[src/rtl/input_controller_if.sv]
// -----------------------------------------------------------------------------
// input_controller_if
//   Groups the byte-stream handshake and the word-memory write bus of the
//   input controller.
//
//   Stream side : tdata_in, tvalid_in, tlast_in (into the controller),
//                 tready_out (out of the controller)
//   Write side  : wr_addr, wr_data, wr_en (out of the controller),
//                 wr_ready_in (into the controller)
//   Status      : frame_err_out, a one-cycle pulse on a short frame
//
//   master : controller view (drives tready_out, the write request, status)
//   slave  : environment view (byte source and word memory)
// -----------------------------------------------------------------------------
interface input_controller_if #(
    parameter int ADDR_WIDTH = 8,
    parameter int DATA_WIDTH = 80
) ();

    logic [7:0]            tdata_in;
    logic                  tvalid_in;
    logic                  tlast_in;
    logic                  tready_out;

    logic [ADDR_WIDTH-1:0] wr_addr;
    logic [DATA_WIDTH-1:0] wr_data;
    logic                  wr_en;
    logic                  wr_ready_in;

    logic                  frame_err_out;

    modport master (
        input  tdata_in,
        input  tvalid_in,
        input  tlast_in,
        output tready_out,
        output wr_addr,
        output wr_data,
        output wr_en,
        input  wr_ready_in,
        output frame_err_out
    );

    modport slave (
        output tdata_in,
        output tvalid_in,
        output tlast_in,
        input  tready_out,
        input  wr_addr,
        input  wr_data,
        input  wr_en,
        output wr_ready_in,
        input  frame_err_out
    );

endinterface

[src/rtl/input_controller.sv]
// -----------------------------------------------------------------------------
// input_controller
//   Packs NBYTES consecutive stream bytes into one DATA_WIDTH word (first byte
//   in the MSBs) and writes each word into the shared word memory at
//   0, ADDR_STEP, 2*ADDR_STEP, ... LAST_ADDR, then wraps to 0. A frame that
//   ends (tlast) before NBYTES bytes is dropped and flagged on frame_err_out.
//
//   Ports
//     clk_in  : single clock, rising edge
//     rst_in  : asynchronous, active-high reset
//     bus     : input_controller_if.master
//               stream  tdata_in / tvalid_in / tlast_in / tready_out
//               memory  wr_addr / wr_data / wr_en / wr_ready_in
//               status  frame_err_out
//
//   State table
//     state   | meaning
//     --------+--------------------------------------------------------------
//     COLLECT | accepting bytes into the packing register (tready_out = 1)
//     WRITE   | word complete, write request held until wr_ready_in
// -----------------------------------------------------------------------------
module input_controller #(
    parameter int                    ADDR_WIDTH = 8,
    parameter int                    DATA_WIDTH = 80,
    parameter int                    ADDR_STEP  = 4,
    parameter logic [ADDR_WIDTH-1:0] LAST_ADDR  = 8'h0C
) (
    input  logic                 clk_in,
    input  logic                 rst_in,
    input_controller_if.master   bus
);

    localparam int NBYTES = DATA_WIDTH / 8;
    localparam int CNT_W  = (NBYTES > 1) ? $clog2(NBYTES) : 1;

    localparam logic [CNT_W-1:0]      LAST_BYTE = CNT_W'(NBYTES - 1);
    localparam logic [ADDR_WIDTH-1:0] STEP      = ADDR_WIDTH'(ADDR_STEP);

    typedef enum logic [0:0] {
        COLLECT = 1'b0,
        WRITE   = 1'b1
    } state_t;

    state_t                state_q;
    state_t                state_d;

    logic [CNT_W-1:0]      byte_cnt_q;
    logic [ADDR_WIDTH-1:0] addr_cnt_q;
    logic [DATA_WIDTH-1:0] data_q;
    logic                  frame_err_q;

    logic                  ready_c;
    logic                  wr_en_c;
    logic                  xfer_c;
    logic                  word_done_c;
    logic                  short_frame_c;
    logic                  wr_done_c;

    // ------------------------------------------------------------------
    // State register
    // ------------------------------------------------------------------
    always_ff @(posedge clk_in or posedge rst_in) begin
        if (rst_in) begin
            state_q <= COLLECT;
        end else begin
            state_q <= state_d;
        end
    end

    // ------------------------------------------------------------------
    // Next-state and handshake decode
    // ------------------------------------------------------------------
    always_comb begin
        state_d       = state_q;
        ready_c       = 1'b0;
        wr_en_c       = 1'b0;
        xfer_c        = 1'b0;
        word_done_c   = 1'b0;
        short_frame_c = 1'b0;
        wr_done_c     = 1'b0;

        case (state_q)
            COLLECT: begin
                // tready is forced low while reset is held so the source
                // never sees a transfer that the frozen flops cannot take.
                ready_c = ~rst_in;
                xfer_c  = bus.tvalid_in & ready_c;
                if (xfer_c) begin
                    if (byte_cnt_q == LAST_BYTE) begin
                        // tlast on the final byte is a normal frame end
                        word_done_c = 1'b1;
                        state_d     = WRITE;
                    end else if (bus.tlast_in) begin
                        short_frame_c = 1'b1;
                    end
                end
            end
            WRITE: begin
                wr_en_c = 1'b1;
                if (bus.wr_ready_in) begin
                    wr_done_c = 1'b1;
                    state_d   = COLLECT;
                end
            end
            default: begin
                state_d = COLLECT;
            end
        endcase
    end

    // ------------------------------------------------------------------
    // Byte counter, packing register, address counter, error pulse
    // ------------------------------------------------------------------
    always_ff @(posedge clk_in or posedge rst_in) begin
        if (rst_in) begin
            byte_cnt_q  <= '0;
            addr_cnt_q  <= '0;
            data_q      <= '0;
            frame_err_q <= 1'b0;
        end else begin
            frame_err_q <= short_frame_c;

            if (xfer_c) begin
                // Constant lane indices keep the byte steering a plain mux;
                // lane b holds byte b of the word, MSB-first.
                for (int b = 0; b < NBYTES; b++) begin
                    if (byte_cnt_q == CNT_W'(b)) begin
                        data_q[DATA_WIDTH-1-8*b -: 8] <= bus.tdata_in;
                    end
                end

                if (word_done_c || short_frame_c) begin
                    byte_cnt_q <= '0;
                end else begin
                    byte_cnt_q <= byte_cnt_q + 1'b1;
                end
            end

            if (wr_done_c) begin
                if (addr_cnt_q == LAST_ADDR) begin
                    addr_cnt_q <= '0;
                end else begin
                    addr_cnt_q <= addr_cnt_q + STEP;
                end
            end
        end
    end

    // ------------------------------------------------------------------
    // Outputs. wr_data is the packing register itself: it cannot move in
    // WRITE because no byte is accepted there.
    // ------------------------------------------------------------------
    assign bus.tready_out    = ready_c;
    assign bus.wr_en         = wr_en_c;
    assign bus.wr_addr       = addr_cnt_q;
    assign bus.wr_data       = data_q;
    assign bus.frame_err_out = frame_err_q;

endmodule

[src/flat_wrapper.sv]
// flat-port wrapper written by rule: the top's interface ports become plain ports
module input_controller_flat 
#(
    parameter int                    ADDR_WIDTH = 8,
    parameter int                    DATA_WIDTH = 80,
    parameter int                    ADDR_STEP  = 4,
    parameter logic [ADDR_WIDTH-1:0] LAST_ADDR  = 8'h0C
)
  (clk_in, rst_in, bus_tdata_in, bus_tvalid_in, bus_tlast_in, bus_tready_out, bus_wr_addr, bus_wr_data, bus_wr_en, bus_wr_ready_in, bus_frame_err_out);
  input_controller_if #(.ADDR_WIDTH(ADDR_WIDTH), .DATA_WIDTH(DATA_WIDTH)) bus_i ();
  input  logic clk_in;
  input  logic rst_in;
  input wire logic [$bits(bus_i.tdata_in)-1:0] bus_tdata_in;
  input wire logic [$bits(bus_i.tvalid_in)-1:0] bus_tvalid_in;
  input wire logic [$bits(bus_i.tlast_in)-1:0] bus_tlast_in;
  output wire logic [$bits(bus_i.tready_out)-1:0] bus_tready_out;
  output wire logic [$bits(bus_i.wr_addr)-1:0] bus_wr_addr;
  output wire logic [$bits(bus_i.wr_data)-1:0] bus_wr_data;
  output wire logic [$bits(bus_i.wr_en)-1:0] bus_wr_en;
  input wire logic [$bits(bus_i.wr_ready_in)-1:0] bus_wr_ready_in;
  output wire logic [$bits(bus_i.frame_err_out)-1:0] bus_frame_err_out;
  assign bus_i.tdata_in = bus_tdata_in;
  assign bus_i.tvalid_in = bus_tvalid_in;
  assign bus_i.tlast_in = bus_tlast_in;
  assign bus_tready_out = bus_i.tready_out;
  assign bus_wr_addr = bus_i.wr_addr;
  assign bus_wr_data = bus_i.wr_data;
  assign bus_wr_en = bus_i.wr_en;
  assign bus_i.wr_ready_in = bus_wr_ready_in;
  assign bus_frame_err_out = bus_i.frame_err_out;
  input_controller #(.ADDR_WIDTH(ADDR_WIDTH), .DATA_WIDTH(DATA_WIDTH), .ADDR_STEP(ADDR_STEP), .LAST_ADDR(LAST_ADDR)) u_core (.clk_in(clk_in), .rst_in(rst_in), .bus(bus_i));
endmodule
[config.mk]
export PLATFORM = sky130hd
export DESIGN_NAME = input_controller_flat
export DESIGN_NICKNAME = d
export VERILOG_FILES = /design/src/rtl/input_controller_if.sv /design/src/rtl/input_controller.sv /design/src/flat_wrapper.sv
export SDC_FILE = /design/constraint.sdc
export NUM_CORES = 1
export LEC_CHECK = 0
export CORE_MARGIN = 4
export CORE_UTILIZATION = 30
export DETAILED_ROUTE_END_ITERATION = 8
export DONT_BUFFER_PORTS = 1
export HOLD_SLACK_MARGIN = 0.08
export SLEW_MARGIN = 30
export SYNTH_ARGS = -nofsm -noshare
export SYNTH_HDL_FRONTEND = slang
export SYNTH_SLANG_ARGS = --single-unit
[constraint.sdc]
create_clock -name clk_in -period 4.75 [get_ports clk_in]
set_clock_uncertainty 0.15 [all_clocks]
set_input_delay 0.7125 -clock clk_in [delete_from_list [all_inputs] [get_ports clk_in]]
set_output_delay 0.7125 -clock clk_in [all_outputs]
set_load 0.01 [all_outputs]
==> qor_table.md, run 1 <==
| Result | Reported |
|:---|:---|
| Result of the run | finished clean |
| Int Pwr | 1.47 mW |
| Number of gates resized after cts | 0 |
| Worst slack, placed | 2.35 ns |
| Ports placed on the boundary | 104 |
| First-iteration detailed-routing DRC count | 52 |
| Remaining max-slew budget at the tightest pin | 56.5% |
| Clock edge transition at the registers on the reported setup and hold paths | 0.06 ns |
| Port bufs | 0 |
| Total number of clock tree sinks | 92 |
| Routed via count | 2044 |
| Total length of routed wires | 8980 um |
| Arrival time at the worst endpoint | 2.48 ns |
| Final critical delay including setup and external delays | 2.40 ns |
| Reg2Reg Depth | 5 |
| Required @ worst endpoint | 4.82 ns |
| Core Footprint | 12100 um^2 |
| Most common cell after layout, fill and taps aside | sky130_fd_sc_hd__dfrtp_1 |
| Row count | 40 |
| Final RePlAce weighted congestion | 0.747 |
| Synthesis Warnings | 0 |
| Kind of capture point of the worst setup path | register |
| Total overflow reported by the global router | 0 |
| Antenna violations before repair | 0 |
| Worst r2r dst | u_core.bus.wr_data[5] |
| Setup repair bufs after CTS | 0 |
| Post-detailed-placement half-perimeter wirelength | 6130 um |
| Max Clk Rate | 416 MHz |
| Startpoint of the worst-slack reg-to-reg timing path | u_core.byte_cnt_q[1] |
| Total negative slack | 0 ns |
| Flip-flop cell with the highest count after synthesis | sky130_fd_sc_hd__dfrtp_1 |
| Net Sw Power | 582 uW |
| Reg2reg setup slack | 2.35 ns |
| Clock network fraction of total power | 33.2% |
| Number of optimization iterations in the first detailed-route pass | 4 |
| Number of vias per cell after detailed routing | 4.81 |
| Complex-gate fraction of the synthesized area | 1.65% |
| Post-Synth Adder-Cell Area | 1.69% |
| Width of the die | 119 um |
| Layout area overhead | 11.3% |
| Gate count after technology mapping | 256 |
| CP startpoint kind | register |
| WL per Instance | 21.1 um |
| Unrepaired setup endpoints after global routing | false |
| Simple-gate share of the synthesized area | 6.47% |
| H-Tree Level Count | 3 |
| Total of hold buffers inserted after clock tree synthesis | 0 |
| Number of synthesized register bits | 92 |
| Transition time at the pin with the least slew margin | 0.652 ns |
| Largest net degree at the start of global routing | 50 |
| Final worst slack | 2.35 ns |
| Routed Antenna Nets | 0 |
| Share of synthesized area spent on multiplexers | 24.6% |
| Proportion of synthesized chip area in sequential cells | 62.0% |
| Mapped Avg Cell Area | 14.5 um^2 |
| Largest fanout on the critical path | 13 |
| DRC errors left | 0 |
| Count of flip-flops with a built-in enable after synthesis | 0 |
| Wire length of the first global-routing pass | 13600 um |
| Maximum vdd drop | 0.254 mV |
| Area share of xor/xnor cells in the synthesized design | 0.708% |
| Clock buffer depth | 2 |
| Final worst path period share | 50.6% |
| Number of global-route vias before repair | 2089 |
| Root buffer selected by CTS | sky130_fd_sc_hd__clkbuf_16 |
| Final-stage net count | 270 |
| Max-cap violations | 0 |
| Final hold vios | 0 |
| Comb pwr share | 10.0% |
| Most frequent cells in the layout | sky130_fd_sc_hd__dfrtp_1, sky130_fd_sc_hd__mux2_2, sky130_fd_sc_hd__nand2_1 |
| Total global-route track usage | 13.1% |
| Async S/R FF share, synth | 100% |
| PD cells | 496 nW/um^2 |
| Latest clock arrival within the worst-skew pair | 0.34 ns |
| Leakage power figure | 1.98 nW |
| Largest family of logic cells by synthesized area | multiplexers |
| Final-report setup violation count | 0 |
| Die H | 119 um |
| Area of the mapped netlist | 3710 um^2 |
| Flop pwr share | 56.7% |
| Starting Density | 30.8% |
| Synth unique cells | 37 |
| Number of max-slew violations in the final report | 0 |
| TritonCTS Buffers | 9 |
| WS Path Type | reg2reg |
| Fraction of power spent switching nets | 28.4% |
| Count of inserted antenna diode cells | 0 |
| Clock tree from TritonCTS | built |
| Worst Hold Class | in2async |
| DIE AREA | 14200 um^2 |
| Share of post-route cells with drive strength above 1 | 38.1% |
cell usage after synthesis (all sizes together) (3+ instances only):
| master | number | share of area (%) |
|---|---|---|
| a21oi | 3 | 0.40 |
| nor4b | 3 | 0.88 |
| o21ai | 5 | 0.67 |
| nand3 | 6 | 0.81 |
| mux2 | 81 | 25 |
| nand2 | 10 | 1.0 |
| buf | 15 | 2.1 |
| ha | 5 | 1.7 |
| inv | 5 | 0.51 |
| dfrtp | 92 | 62 |
| nor2 | 4 | 0.40 |
power by group through the flow:
| stage | Combinational (mW) | Clock (mW) | Sequential [mW] |
|---|---|---|---|
| 5_1_grt | 0.232 | 0.740 | 1.19 |
| 3_5_place_dp | 0.209 | 0 | 1.18 |
| 2_1_floorplan | 0.193 | 0 | 1.13 |
| 6_report | 0.206 | 0.681 | 1.16 |
| 4_1_cts | 0.210 | 0.706 | 1.17 |
| 3_3_place_gp | 0.198 | 0 | 1.18 |
final cells by class:
cell class                 instances  area (um^2)
clock buffer                      12          256
clock inverter                     4         23.8
fill                            1160         7930
inverter                           5         21.3
multi-input combinational        143         1310
sequential                        92         2300
tap                              168          210
timing repair buffer               1         7.51
worst max path at each step:
stage,start,to,depth (start not counted)
after floorplan,rst_in,u_core.bus.frame_err_out,1
after global placement,rst_in,u_core.bus.wr_data[7],3
after detailed placement,rst_in,u_core.bus.wr_data[5],3
after CTS,u_core.byte_cnt_q[1],u_core.bus.wr_data[5],5
after global routing,u_core.byte_cnt_q[1],u_core.bus.wr_data[5],5
final,u_core.byte_cnt_q[1],u_core.bus.wr_data[5],5
state kept, by name (all words and copies together) (netlist names):
signal                    flops
u_core.bus.wr_data           80
u_core.bus.wr_addr            6
u_core.byte_cnt_q             4
u_core.bus.frame_err_out      1
u_core.state_q                1
cell families (layout without fill, tap and decap cells):
kind of cell	after synthesis	count (layout)
buffers and inverters	22	22
AND/OR/NAND/NOR	41	41
flip-flops	92	92
AO/OA/AOI/OAI	11	11
adder cells (fa/ha/maj)	5	5
other	1	2
multiplexers	81	81
XOR/XNOR	3	3
through the flow:
step	cell area [um^2]	hold WS, ns	total power [mW]	utilization, %	cells
after floorplan	3710	0.373	1.32	-	257
after global placement	3850	0.400	1.38	31.9	409
after detailed placement	3850	0.399	1.39	31.9	409
after CTS	4130	0.172	2.09	34.3	425
after global routing	4130	0.194	2.16	34.3	425
final	4130	0.158	2.05	34.3	425
routing by layer:
layer	track usage, %	routed length [um]	vias up
met4	5.21	166	0
met1	15.6	3630	1078
met2	20.2	4320	67
met5	0	0	-
li1	-	-	887
met3	6.32	864	12
critical path, stage by stage (launching register included):
cell and delay, ns:
sky130_fd_sc_hd__dfrtp_1 0.44, sky130_fd_sc_hd__inv_1 0.11, sky130_fd_sc_hd__ha_1 0.19, sky130_fd_sc_hd__nor4b_1 0.34, sky130_fd_sc_hd__and3_1 0.64, sky130_fd_sc_hd__mux2_2 0.41
No activity file was read; power rests on OpenSTA's default activity.
==> inputs of run 2 (changes only) <==
--- a/config.mk
+++ b/config.mk
@@ -5,6 +5,7 @@
 export SDC_FILE = /design/constraint.sdc
 export NUM_CORES = 1
 export LEC_CHECK = 0
+export ABC_AREA = 1
 export CORE_MARGIN = 4
 export CORE_UTILIZATION = 30
 export DETAILED_ROUTE_END_ITERATION = 8
==> constraint.sdc (replaced) <==
create_clock -name clk_in -period 2.3 [get_ports clk_in]
set_clock_uncertainty 0.15 [all_clocks]
set_input_delay 0.345 -clock clk_in [delete_from_list [all_inputs] [get_ports clk_in]]
set_output_delay 0.345 -clock clk_in [all_outputs]
set_load 0.01 [all_outputs]
==> run 2 against run 1 <==
  * Core utilization increased by 1.4 points
  * First-iteration DRC count increased to 4.3 times the previous value
  * Die area decreased by 1.2%
  * Non-clock buffer count increased by 14
  * Power increased by 140%
  * Clock-buffer cell count increased by 1
  * Design area increased by 3.1%
  * Setup slack got worse by 2.0 ns
  * Synthesized area decreased by 1.3%
  * Largest cell class unchanged
  * Highest routed layer unchanged
==> qor_table.md, run 2 <==
| Result | Reported | vs previous |
|:---|:---|:---|
| Share of synthesized area spent on multiplexers | 0% | -25 points |
| PD cells | 1180 nW/um^2 | +140% |
| Die H | 119 um | -0.60% |
| Largest fanout on the critical path | 10 | -3 |
| Kind of capture point of the worst setup path | register |  |
| Unrepaired setup endpoints after global routing | false |  |
| Transition time at the pin with the least slew margin | 0.596 ns | -0.0565 ns |
| Post-detailed-placement cell area | 3860 um^2 | +0.20% |
| Final hold vios | 0 | unchanged |
| WL per Instance | 17.5 um | -17% |
| Clock network fraction of total power | 28.6% | -4.6 points |
| Synth area leaders | sky130_fd_sc_hd__dfrtp_1, sky130_fd_sc_hd__nand2_1, sky130_fd_sc_hd__o21ai_0 |  |
| Comb pwr share | 13.4% | +3.4 points |
| Total number of clock tree sinks | 92 | unchanged |
| Count of flip-flops with a built-in enable after synthesis | 0 | unchanged |
| CP startpoint kind | input port |  |
| Most common cell after layout, fill and taps aside | sky130_fd_sc_hd__nand2_1 |  |
| Share of post-route cells with drive strength above 1 | 7.29% | -31 points |
| Clock tree from TritonCTS | built |  |
| Max-cap violations | 0 | unchanged |
| Most frequent cells in the layout | sky130_fd_sc_hd__nand2_1, sky130_fd_sc_hd__dfrtp_1, sky130_fd_sc_hd__o21ai_0 |  |
| Total negative slack | 0 ns | unchanged |
| Area share of xor/xnor cells in the synthesized design | 0.478% | -0.23 points |
| Final critical delay including setup and external delays | 1.96 ns |  |
| Required @ worst endpoint | 2.38 ns | -2.44 ns |
| Arrival time at the worst endpoint | 2.04 ns | -0.44 ns |
| Max Clk Rate | 510 MHz |  |
| Synth unique cells | 22 | -41% |
| Number of global-route vias before repair | 2586 | +24% |
| Async S/R FF share, synth | 100% | unchanged |
| Number of synthesized register bits | 92 | unchanged |
| Port bufs | 0 | unchanged |
| DRC errors left | 0 | unchanged |
| Gate count after technology mapping | 400 | +56% |
| Flip-flop cell with the highest count after synthesis | sky130_fd_sc_hd__dfrtp_1 |  |
| Routed Antenna Nets | 0 | unchanged |
| Row count | 40 | unchanged |
| TritonCTS Buffers | 9 | unchanged |
| Simple-gate share of the synthesized area | 24.8% | +18 points |
| Biggest area consumer among synthesized cells | sky130_fd_sc_hd__dfrtp_1 |  |
| Worst Hold Class | in2reg |  |
| Proportion of synthesized chip area in sequential cells | 62.8% | +0.81 points |
| Final worst path period share | 85.3% |  |
| Largest register FFs | 80 | unchanged |
| Number of optimization iterations in the first detailed-route pass | 4 | unchanged |
| Complex-gate fraction of the synthesized area | 6.22% | +4.6 points |
| Largest family of logic cells by synthesized area | simple AND/OR/NAND/NOR gates |  |
| WS Path Type | in2reg |  |
| Ports placed on the boundary | 104 | unchanged |
| Number of vias per cell after detailed routing | 4.70 | -2.3% |
| Antenna violations before repair | 0 | unchanged |
| Total global-route track usage | 14.6% | +1.5 points |
| Count of fill cells added during filler insertion | 1208 | +4.1% |
| Post-route total power | 5.01 mW | +140% |
| Wire length of the first global-routing pass | 15500 um | +14% |
| Design area | 4260 um^2 | +3.1% |
| Mapped Avg Cell Area | 9.16 um^2 | -37% |
| H-Tree Level Count | 3 | unchanged |
| Routed via count | 2689 | +32% |
| Net Sw Power | 1.74 mW | +200% |
| Flop pwr share | 57.9% | +1.2 points |
| Latest clock arrival within the worst-skew pair | 0.34 ns | about the same |
| DIE AREA | 14000 um^2 | -1.2% |
| Setup repair bufs after CTS | 0 | unchanged |
| Maximum vdd drop | 0.493 mV | +94% |
| Total overflow reported by the global router | 0 | unchanged |
| Final RePlAce weighted congestion | 0.753 | +0.84% |
| Final-stage net count | 438 | +62% |
| Leakage power figure | 2.19 nW | +11% |
| Clock buffer depth | 2 | unchanged |
| Number of max-slew violations in the final report | 0 | unchanged |
| Synthesis Warnings | 0 | unchanged |
| Layout area overhead | 16.3% |  |
| Post-detailed-placement half-perimeter wirelength | 6830 um | +12% |
| Root buffer selected by CTS | sky130_fd_sc_hd__clkbuf_16 |  |
| Proportion of netlist area held by the largest area contributor | 62.8% | +0.81 points |
| Final-report setup violation count | 0 | unchanged |
| Largest net degree at the start of global routing | 44 | -12% |
| Fraction of power spent switching nets | 34.8% | +6.4 points |
| Result of the run | finished clean |  |
| Post-Synth Adder-Cell Area | 1.71% | +0.022 points |
| Core Footprint | 12000 um^2 | -0.83% |
| Count of inserted antenna diode cells | 0 | unchanged |
| Width of the die | 119 um | -0.60% |
| Area of the mapped netlist | 3660 um^2 | -1.3% |
| Commonest cells in the synthesized netlist | sky130_fd_sc_hd__nand2_1, sky130_fd_sc_hd__dfrtp_1, sky130_fd_sc_hd__o21ai_0 |  |
| Clock edge transition at the registers on the reported setup and hold paths | 0.06 ns | about the same |
| Total length of routed wires | 9990 um | +11% |
| Most frequent cell after synthesis | sky130_fd_sc_hd__nand2_1 |  |
| Remaining max-slew budget at the tightest pin | 60.1% | +3.5 points |
| Starting Density | 30.6% | -0.14 points |
| Int Pwr | 3.27 mW | +120% |
| First-iteration detailed-routing DRC count | 224 | +330% |
==> run 2: cell count changes in the layout (fill, tap and decap cells not counted), sizes merged, moves of 7 or more <==
cell | before | now
nand4 | 1 | 8
nand2 | 10 | 185
mux2 | 81 | 0
nor2 | 4 | 14
dlygate4sd3 | 0 | 11
o21ai | 5 | 43
inv | 5 | 27
==> run 2: critical path: stages <==
cell and delay [ns]:
sky130_fd_sc_hd__dlygate4sd3_1 0.57, sky130_fd_sc_hd__clkinvlp_4 0.18, sky130_fd_sc_hd__nand2_1 0.11, sky130_fd_sc_hd__nor2_4 0.26, sky130_fd_sc_hd__nand3_1 0.35, sky130_fd_sc_hd__nand2_1 0.15, sky130_fd_sc_hd__nand2_1 0.06
==> run 2: final timing paths <==
kind / start / endpoint / slack, ns / cells after the start
max in group asynchronous: rst_in / u_core.bus.wr_data[54] / 0.96 / 3
worst max register to register: u_core.state_q / u_core.bus.wr_data[53] / 0.39 / 6
worst max-delay path: rst_in / u_core.bus.wr_data[28] / 0.34 / 7
worst min-delay path: bus_tvalid_in / u_core.bus.frame_err_out / 0.13 / 2
min in group asynchronous: rst_in / u_core.state_q / 0.25 / 2
worst min register to register: u_core.bus.wr_data[26] / u_core.bus.wr_data[26] / 0.39 / 2
==> run 2: power groups by stage <==
stage / registers, mW / clock network [mW] / logic (mW)
final: 2.90 / 1.44 / 0.674
after global placement: 2.93 / 0 / 0.619
after CTS: 2.92 / 1.47 / 0.689
after global routing: 2.98 / 1.54 / 0.814
after detailed placement: 2.95 / 0 / 0.658
after floorplan: 2.76 / 0 / 0.535
==> run 2: routing by layer <==
metal	track usage [%]	wire length [um]	vias up
met5	0	0	-
met4	4.56	119	0
met3	5.50	926	13
met2	22.1	4600	101
met1	19.4	4350	1278
li1	-	-	1297
==> run 2: layout make-up <==
class / instances / area (um^2) / share of cell area [%]
flip-flops and latches: 92 / 2300 / 54.1
multi-input cells: 274 / 1230 / 29.0
clock buffers: 13 / 270 / 6.35
well taps: 147 / 184 / 4.32
repair buffers: 15 / 140 / 3.29
inverters: 28 / 109 / 2.56
clock inverters: 3 / 20.0 / 0.470
==> run 2: logic make-up after synthesis <==
logic type,after synthesis
flip-flops,92
other,1
AO/OA/AOI/OAI,45
buffers and inverters,35
XOR/XNOR,2
adder cells (fa/ha/maj),5
AND/OR/NAND/NOR,220
==> run 2: through the flow <==
step                      utilization [%]  setup WS (ns)  hold WS, ns  cells
after global placement               32.3          0.480      0.00305    545
final                                35.6          0.339        0.126    572
after floorplan                         -         -0.378        0.276    401
after CTS                            35.6          0.308        0.113    572
after global routing                 35.6          0.150        0.138    572
after detailed placement             32.3          0.420      0.00140    545
==> run 2: what timing repair did <==
item,in CTS,in global routing
hold buffers,11,0
resized for setup,0,0
endpoints found under the hold margin,109,0
==> inputs of run 3 (changes only) <==
==> constraint.sdc (replaced) <==
create_clock -name clk_in -period 2.3 [get_ports clk_in]
set_clock_uncertainty 0.15 [all_clocks]
set_input_delay 0.345 -clock clk_in [delete_from_list [all_inputs] [get_ports clk_in]]
set_output_delay 0.345 -clock clk_in [all_outputs]
set_load 0.05 [all_outputs]
==> run 3 against run 2 <==
  * Largest power group unchanged
  * Fmax up 4.9%
  * Design area up 0.38%
  * Combinational power up 9.5%
  * Wire length up 1.7%
  * Non-clock buffer count up 2
  * First-iteration DRC count up 5.8%
  * Power up 34%
  * Die area unchanged
  * Sequential share of layout area down 0.21 points
  * Sequential power up 56%
  * Via count up 1.3%
  * Critical path depth down 3
==> qor_table.md, run 3 (synthesis gave the netlist of run 2 again) <==
| Result | Reported | vs previous |
|:---|:---|:---|
| CP startpoint kind | input port |  |
| Result of the run | finished clean |  |
| Required @ worst endpoint | 2.52 ns | +0.14 ns |
| Final-stage net count | 440 | +0.46% |
| Clock network fraction of total power | 21.6% | -7.0 points |
| TritonCTS Buffers | 9 | unchanged |
| Port bufs | 0 | unchanged |
| Unrepaired setup endpoints after global routing | false |  |
| Final worst path period share | 81.3% | -4.0 points |
| Starting Density | 30.6% | unchanged |
| Setup repair bufs after CTS | 0 | unchanged |
| Routed via count | 2723 | +1.3% |
| Wire length of the first global-routing pass | 15900 um | +2.2% |
| Launch point of the worst path | rst_in |  |
| Leakage power figure | 2.20 nW | +0.35% |
| Largest register FFs | 80 | unchanged |
| Total global-route track usage | 15.1% | +0.49 points |
| Int Pwr | 3.22 mW | -1.4% |
| DRC errors left | 0 | unchanged |
| Share of post-route cells with drive strength above 1 | 7.96% | +0.67 points |
| Root buffer selected by CTS | sky130_fd_sc_hd__clkbuf_16 |  |
| Comb pwr share | 11.0% | -2.4 points |
| H-Tree Level Count | 3 | unchanged |
| Total length of routed wires | 10200 um | +1.7% |
| WL per Instance | 17.7 um | +1.3% |
| Number of global-route vias before repair | 2631 | +1.7% |
| Worst Hold Launch | bus_tvalid_in |  |
| Clock buffer depth | 2 | unchanged |
| Net Sw Power | 3.49 mW | +100% |
| Most frequent cells in the layout | sky130_fd_sc_hd__nand2_1, sky130_fd_sc_hd__dfrtp_1, sky130_fd_sc_hd__o21ai_0 |  |
| Max-cap violations | 0 | unchanged |
| First-iteration detailed-routing DRC count | 237 | +5.8% |
| Antenna violations before repair | 0 | unchanged |
| Fraction of power spent switching nets | 52.0% | +17 points |
| Number of optimization iterations in the first detailed-route pass | 4 | unchanged |
| Row count | 40 | unchanged |
| PD cells | 1570 nW/um^2 | +33% |
| Ports placed on the boundary | 104 | unchanged |
| Die H | 119 um | unchanged |
| Number of vias per cell after detailed routing | 4.74 | +0.91% |
| Final worst slack | 0.430 ns | +0.0912 ns |
| Remaining max-slew budget at the tightest pin | 44.2% | -16 points |
| Final-report setup violation count | 0 | unchanged |
| Clock edge transition at the registers on the reported setup and hold paths | 0.06 ns | about the same |
| Total number of clock tree sinks | 92 | unchanged |
| Core Footprint | 12000 um^2 | unchanged |
| Post-detailed-placement half-perimeter wirelength | 6980 um | +2.2% |
| Largest fanout on the critical path | 67 | +57 |
| Flop pwr share | 67.4% | +9.5 points |
| Worst Hold Class | in2reg |  |
| Most common cell after layout, fill and taps aside | sky130_fd_sc_hd__nand2_1 |  |
| Final critical delay including setup and external delays | 1.87 ns | -0.0912 ns |
| Count of inserted antenna diode cells | 0 | unchanged |
| Total overflow reported by the global router | 0 | unchanged |
| Post-route total power | 6.71 mW | +34% |
| Width of the die | 119 um | unchanged |
| Worst slack, placed | 0.424 ns | +0.00441 ns |
| WS Path Type | in2async |  |
| Routed Antenna Nets | 0 | unchanged |
| Startpoint of the worst-slack reg-to-reg timing path | u_core.byte_cnt_q[0] |  |
| DIE AREA | 14000 um^2 | unchanged |
| Arrival time at the worst endpoint | 2.09 ns | +0.05 ns |
| Final RePlAce weighted congestion | 0.772 | +2.5% |
| Number of max-slew violations in the final report | 0 | unchanged |
| Final hold vios | 0 | unchanged |
| Clock tree from TritonCTS | built |  |
| Transition time at the pin with the least slew margin | 0.838 ns | +0.242 ns |
| Latest clock arrival within the worst-skew pair | 0.34 ns | about the same |
| Kind of capture point of the worst setup path | async pin |  |
| Layout area overhead | 16.7% |  |
| Maximum vdd drop | 0.686 mV | +39% |
| Max Clk Rate | 535 MHz | +4.9% |
| Largest net degree at the start of global routing | 68 | +55% |
[run 3: cell types whose count changed in the layout (fill, tap and decap cells not counted), sizes merged]
cell	before	now
buf	4	6
clkbuf	13	11
clkinv	1	3
clkinvlp	3	1
inv	27	29
[run 3: worst paths after layout]
| check | slack [ns] | cells past startpoint | end |
|---|---|---|---|
| setup / recovery | 0.43 | 4 | u_core.bus.wr_data[12] |
| hold / removal | 0.11 | 2 | u_core.bus.frame_err_out |
| setup reg to reg | 0.45 | 4 | u_core.bus.wr_data[78] |
| hold reg to reg | 0.47 | 3 | u_core.byte_cnt_q[2] |
| max in group clk_in | 0.44 | 7 | u_core.bus.wr_data[31] |
| min in group asynchronous | 0.42 | 3 | u_core.bus.wr_addr[2] |
[run 3: timing repair]
item                                   CTS  global route
gates resized for setup                  0             0
endpoints found under the hold margin   67             0
hold buffers                            11             0
[run 3: cell type report]
type / count / area (um^2)
Tap cell: 147 / 184
Fill cell: 1203 / 7690
Multi-Input combinational cell: 274 / 1230
Sequential cell: 92 / 2300
Clock buffer: 11 / 253
Timing Repair Buffer: 17 / 155
Clock inverter: 5 / 43.8
Inverter: 28 / 109
[run 3: power by group through the flow]
| stage | registers (mW) | clock network [mW] | logic (mW) |
|---|---|---|---|
| global placement | 4.56 | 0 | 0.677 |
| global route | 4.60 | 1.58 | 0.877 |
| detailed placement | 4.56 | 0 | 0.728 |
| CTS | 4.54 | 1.49 | 0.752 |
| finish | 4.52 | 1.45 | 0.738 |
| floorplan | 4.43 | 0 | 0.543 |
[run 3: through the flow]
| step | utilization, % | hold slack, ns | cell area (um^2) | setup TNS [ns] | instances |
|---|---|---|---|---|---|
| after floorplan | - | 0.276 | 3690 | -17.07 | 401 |
| after global placement | 32.3 | 0.177 | 3870 | 0 | 547 |
| after detailed placement | 32.3 | 0.176 | 3870 | 0 | 547 |
| after CTS | 35.7 | 0.104 | 4280 | 0 | 574 |
| after global routing | 35.7 | 0.123 | 4280 | 0 | 574 |
| final | 35.7 | 0.112 | 4280 | 0 | 574 |
[run 3: metal layers]
layer  global-route usage, %  vias to the layer above  part of all wire, %
met4                    6.81                        0                  3.0
met5                       0                        -                    0
li1                        -                     1303                    -
met3                    6.65                       19                  8.8
met1                    18.1                     1306                   41
met2                    23.4                       95                   47
[run 3: worst max-delay path, cell delays in order]
cell and delay [ns]:
sky130_fd_sc_hd__dlygate4sd3_1 0.58, sky130_fd_sc_hd__clkinvlp_4 0.09, sky130_fd_sc_hd__buf_4 0.30, sky130_fd_sc_hd__buf_4 0.73
